File: config.mk
export PLATFORM = sky130hd
export DESIGN_NAME = bsg_serializer
export DESIGN_NICKNAME = d
export VERILOG_FILES = /design/src/rtl/bsg_serializer.sv
export SDC_FILE = /design/constraint.sdc
export NUM_CORES = 1
export LEC_CHECK = 0
export CAP_MARGIN = 20
export CORE_AREA = 5 5 73 75
export DETAILED_ROUTE_END_ITERATION = 8
export DIE_AREA = 0 0 78 80
export PLACE_DENSITY = 0.73
export SLEW_MARGIN = 15
export SYNTH_ARGS = -nofsm -noshare
export SYNTH_HDL_FRONTEND = slang
export SYNTH_SLANG_ARGS = --single-unit
File: constraint.sdc
create_clock -name SYS_CLK -period 4.3 [get_ports SYS_CLK]
set_input_delay 0.645 -clock SYS_CLK [delete_from_list [all_inputs] [get_ports SYS_CLK]]
set_output_delay 0.645 -clock SYS_CLK [all_outputs]
set_load 0.01 [all_outputs]
File: src/rtl/bsg_serializer.sv
// Frame serializer: loads {bsg_data_1, bsg_data_0} on an EN rising edge and shifts it
// out one bit per (DIV+1) cycles, MSB- or LSB-first, with optional back-to-back looping.
module bsg_serializer #(
    parameter int DATA_WIDTH = 8
) (
    input  logic                                SYS_CLK,
    input  logic                                rst,
    input  logic [DATA_WIDTH-1:0]               bsg_control,
    input  logic [DATA_WIDTH-1:0]               bsg_data_0,
    input  logic [DATA_WIDTH-1:0]               bsg_data_1,
    output logic                                bit_out,
    output logic                                bit_strobe,
    output logic [$clog2(2*DATA_WIDTH)-1:0]     bit_idx,
    output logic                                busy,
    output logic                                done
);

    localparam int F     = 2 * DATA_WIDTH;
    localparam int IDX_W = $clog2(F);

    typedef enum logic [1:0] {
        S_IDLE,
        S_LOAD,
        S_SHIFT,
        S_DONE
    } state_t;

    state_t           r_state;
    logic             r_en_q;
    logic [F-1:0]     r_shreg;
    logic [3:0]       r_div;
    logic [3:0]       r_cnt;
    logic             r_msb;
    logic             r_bit_out;
    logic             r_strobe;
    logic [IDX_W-1:0] r_idx;
    logic             r_busy;
    logic             r_done;

    logic             w_en;
    logic             w_loop;
    logic             w_msb;
    logic [3:0]       w_div;
    logic [F-1:0]     w_load_word;
    logic             w_start;
    logic             w_last_cnt;
    logic             w_last_bit;
    logic             w_unused_ctrl;

    assign w_en          = bsg_control[0];
    assign w_loop        = bsg_control[1];
    assign w_msb         = bsg_control[2];
    assign w_div         = bsg_control[7:4];
    assign w_unused_ctrl = ^bsg_control;
    assign w_load_word   = {bsg_data_1, bsg_data_0};
    assign w_start       = w_en & ~r_en_q;
    assign w_last_cnt    = (r_cnt == r_div);
    assign w_last_bit    = (r_idx == IDX_W'(F - 1));

    always_ff @(posedge SYS_CLK) begin
        if (!rst) begin
            r_state   <= S_IDLE;
            r_en_q    <= 1'b0;
            r_shreg   <= '0;
            r_div     <= '0;
            r_cnt     <= '0;
            r_msb     <= 1'b0;
            r_bit_out <= 1'b0;
            r_strobe  <= 1'b0;
            r_idx     <= '0;
            r_busy    <= 1'b0;
            r_done    <= 1'b0;
        end else begin
            r_en_q <= w_en;
            case (r_state)
                S_IDLE: begin
                    if (w_start) begin
                        r_state <= S_LOAD;
                        r_busy  <= 1'b1;
                    end
                end
                S_LOAD: begin
                    if (!w_en) begin
                        r_state   <= S_IDLE;
                        r_busy    <= 1'b0;
                        r_bit_out <= 1'b0;
                        r_strobe  <= 1'b0;
                        r_idx     <= '0;
                    end else begin
                        // First bit is presented straight from the inputs so it appears the cycle after LOAD.
                        r_shreg   <= w_load_word;
                        r_div     <= w_div;
                        r_msb     <= w_msb;
                        r_cnt     <= '0;
                        r_idx     <= '0;
                        r_bit_out <= w_msb ? w_load_word[F-1] : w_load_word[0];
                        r_strobe  <= 1'b1;
                        r_state   <= S_SHIFT;
                    end
                end
                S_SHIFT: begin
                    if (!w_en) begin
                        // Abort wins over frame completion: no done pulse.
                        r_state   <= S_IDLE;
                        r_busy    <= 1'b0;
                        r_bit_out <= 1'b0;
                        r_strobe  <= 1'b0;
                        r_idx     <= '0;
                        r_cnt     <= '0;
                    end else if (!w_last_cnt) begin
                        r_cnt    <= r_cnt + 4'd1;
                        r_strobe <= 1'b0;
                    end else if (!w_last_bit) begin
                        r_cnt     <= '0;
                        r_idx     <= r_idx + 1'b1;
                        r_strobe  <= 1'b1;
                        r_shreg   <= r_msb ? (r_shreg << 1) : (r_shreg >> 1);
                        r_bit_out <= r_msb ? r_shreg[F-2] : r_shreg[1];
                    end else if (w_loop) begin
                        r_state   <= S_LOAD;
                        r_bit_out <= 1'b0;
                        r_strobe  <= 1'b0;
                        r_idx     <= '0;
                        r_cnt     <= '0;
                    end else begin
                        r_state   <= S_DONE;
                        r_done    <= 1'b1;
                        r_busy    <= 1'b0;
                        r_bit_out <= 1'b0;
                        r_strobe  <= 1'b0;
                        r_idx     <= '0;
                        r_cnt     <= '0;
                    end
                end
                S_DONE: begin
                    r_done  <= 1'b0;
                    r_state <= S_IDLE;
                end
                default: begin
                    r_state <= S_IDLE;
                end
            endcase
        end
    end

    assign bit_out    = r_bit_out;
    assign bit_strobe = r_strobe;
    assign bit_idx    = r_idx;
    assign busy       = r_busy;
    assign done       = r_done;

endmodule

==> results.json <==
{
  "outcome": "completed",
  "max_cap_viol_count": 0,
  "hp-class": "reg2reg",
  "critPathCaptureType": "flop",
  "synth.top_cell.area_share_pct": 36.6,
  "drt_iter0_drc": 81,
  "n_antenna_cell": 0,
  "crit_path_max_incr_delay_ns": 0.93,
  "slew_headroom_pct": 31.5,
  "dp_hpwl_mm": 3.04,
  "critical_path_class": "reg2reg",
  "core-area_um2": 4600,
  "drive_gt1_share_pct": 5.38,
  "grt_usage_pct": 14.5,
  "synthTopCellsByCount": "45 x nand2_1, 36 x dfxtp_1, 17 x o21ai_0",
  "syn_inst": 235,
  "setup_slack_ns": 1.34,
  "async_reset_ff_share_pct": 0,
  "power_leakage_nw": 0.797,
  "seq_area_um2": 721,
  "peakVddDrop_uv": 151,
  "worst_pin_slew_ns": 1.03,
  "syn_nets": 269,
  "num-nets-final": 294,
  "cts_tree": "done",
  "crit_family": "compound AO/OA/AOI/OAI gates",
  "path_buf_inv": 1,
  "setup_viol": 0,
  "antenna_found_initial": 0,
  "multi_input_area_um2": 1130,
  "grt_pass1_vias": 1594,
  "arrival_ns": 3.15,
  "area_growth_pct": 21.1,
  "viasPerCell": 5.53,
  "num_vias": 1737,
  "synth.most_common_cell": "nand2_1",
  "clockRootBuffer": "clkbuf_8",
  "min_period_ns": 2.96,
  "clk_pin_slew_ns": 0.07,
  "cts-hold-fix-buffers": 0,
  "cts_setup_buffers": 0,
  "place.port_buffers": 32,
  "syn_area_per_cell_um2": 8.38,
  "fin_tns_setup_ns": 0,
  "synth-edff-count": 0,
  "synth_top_area_cell": "dfxtp_1",
  "grt_first_pass_wirelength_mm": 7.39,
  "die_area_um2": 6240,
  "cts_buffers": 5,
  "drt_first_pass_iters": 4,
  "hold_violations": 0,
  "crit_required_ns": 4.49,
  "ctsResizeCount": 0,
  "wirelength_mm": 4.34,
  "die_y_um": 80,
  "crit_slowest_cell": "o32ai_4",
  "yosys.cell_types.count": 39,
  "clock_latency_ns": 0.28,
  "path_cells": "inv_1 > ha_1 > nand2_1 > o32ai_4 > nor2_1 > a311oi_1",
  "worstPathMaxFanout": 32,
  "start_util_pct": 42.8,
  "drc_errors": 0,
  "synth_area_um2": 1970,
  "synth_area_leaders": "dfxtp_1 37%, nand2_1 8.6%, mux2i_1 8.1%, o2111ai_1 6.2%, ha_1 5.1%",
  "overflow": 0,
  "dpl_worst_slack_ns": 1.36,
  "nFillCells": 437,
  "cts.path.max_buffers": 2,
  "p_per_area_nw_per_um2": 319,
  "ys_seq_area_share_pct": 36.6,
  "synth_ff_type": "dfxtp_1",
  "utilization_pct": 51.9,
  "cts.sinks": 36,
  "cp-start-kind": "flop",
  "fin_worst_skew_ns": 0.00495,
  "ys_warn_count": 0,
  "gp_congestion": 0.799,
  "die_x_um": 78,
  "ys_ff_latch": 36,
  "slew_violations": 0,
  "rsz0062_at_grt": "no",
  "fin_crit_sh_pct": 68.8,
  "cts-htree-levels": 2,
  "io_pins": 34,
  "ant_nets": 0,
  "routedWlPerCell_um": 13.8,
  "max_freq_mhz": 338,
  "grt_max_degree": 39,
  "num_rows": 25
}
[worst register-to-register path: cells and delay by family (launching register included)]
family	cells	cell delay (ns)
AO/OA/AOI/OAI	2	1.22
AND/OR/NAND/NOR	2	0.50
flip-flops	1	0.34
buffers and inverters	1	0.13
adder cells (fa/ha/maj)	1	0.67
[final timing paths]
path	slack [ns]	endpoint	startpoint	cells after the start
min	0.47	r_shreg[8]	r_shreg[8]	2
max	1.34	r_shreg[15]	r_state[0]	6
max reg2reg	1.34	r_shreg[15]	r_state[0]	6
min reg2reg	0.47	r_shreg[8]	r_shreg[8]	2
[through the flow]
step	total power [W]	cells	cell area, µm²	hold WS [ns]
after floorplan	0.000464	235	1970	0.440
after global placement	0.000506	307	2290	0.457
after detailed placement	0.000509	307	2290	0.455
after CTS	0.000768	314	2380	0.471
after global routing	0.000797	314	2380	0.485
final	0.000761	314	2380	0.469
[report_power, final]
| part | switching (W) | leakage, nW | total, W | internal [W] |
|---|---|---|---|---|
| combinational | 0.0000704 | 0.454 | 0.000132 | 0.0000613 |
| clock | 0.000117 | 0.0503 | 0.000260 | 0.000143 |
| sequential | 0.0000177 | 0.293 | 0.000370 | 0.000353 |
[cells in the final DEF, fill, tap and decap left out, types with 4 or more instances in the layout]
master / netlist / final
nor3_1: 4 / 4
ha_1: 8 / 8
o21ai_1: 4 / 4
xnor2_1: 4 / 4
a21oi_1: 15 / 15
nand2_1: 45 / 45
clkbuf_8: 0 / 7
o21ai_0: 17 / 17
inv_1: 9 / 9
nand2b_1: 4 / 4
clkdlybuf4s50_1: 0 / 32
dfxtp_1: 36 / 36
o2111ai_1: 14 / 14
mux2i_1: 16 / 16
nand3_1: 7 / 7
nor2_1: 9 / 9
nand3b_1: 4 / 4
[kinds of logic after synthesis]
logic type / Yosys count / synth area share, %
buf+inv: 25 / 5.97
xor+xnor: 4 / 1.78
compound gates: 63 / 22.7
flops: 36 / 36.6
fa+ha+maj: 8 / 5.08
simple gates: 82 / 19.2
mux: 17 / 8.70
[per-layer routing]
layer / GRT usage [%] / vias up / part of all wire, %
met5: 0 / - / 0
met4: 5.57 / 0 / 1.6
met3: 3.95 / 4 / 2.7
met2: 21.4 / 25 / 46
met1: 20.1 / 810 / 50
li1: - / 898 / -
[final cells by class]
type | instances | area share [%]
Clock buffer | 7 | 4.04
Tap cell | 54 | 2.83
Inverter | 9 | 1.42
Multi-Input combinational cell | 174 | 47.4
Timing Repair Buffer | 34 | 14.1
Sequential cell | 36 | 30.2
[state kept, by name (all words and copies together), names as in the netlist, 2 cells and up]
| register | count |
|---|---|
| r_cnt | 4 |
| r_shreg | 16 |
| r_div | 4 |
| r_state | 2 |
| bit_idx | 4 |
(Power assumes the default switching activity.)
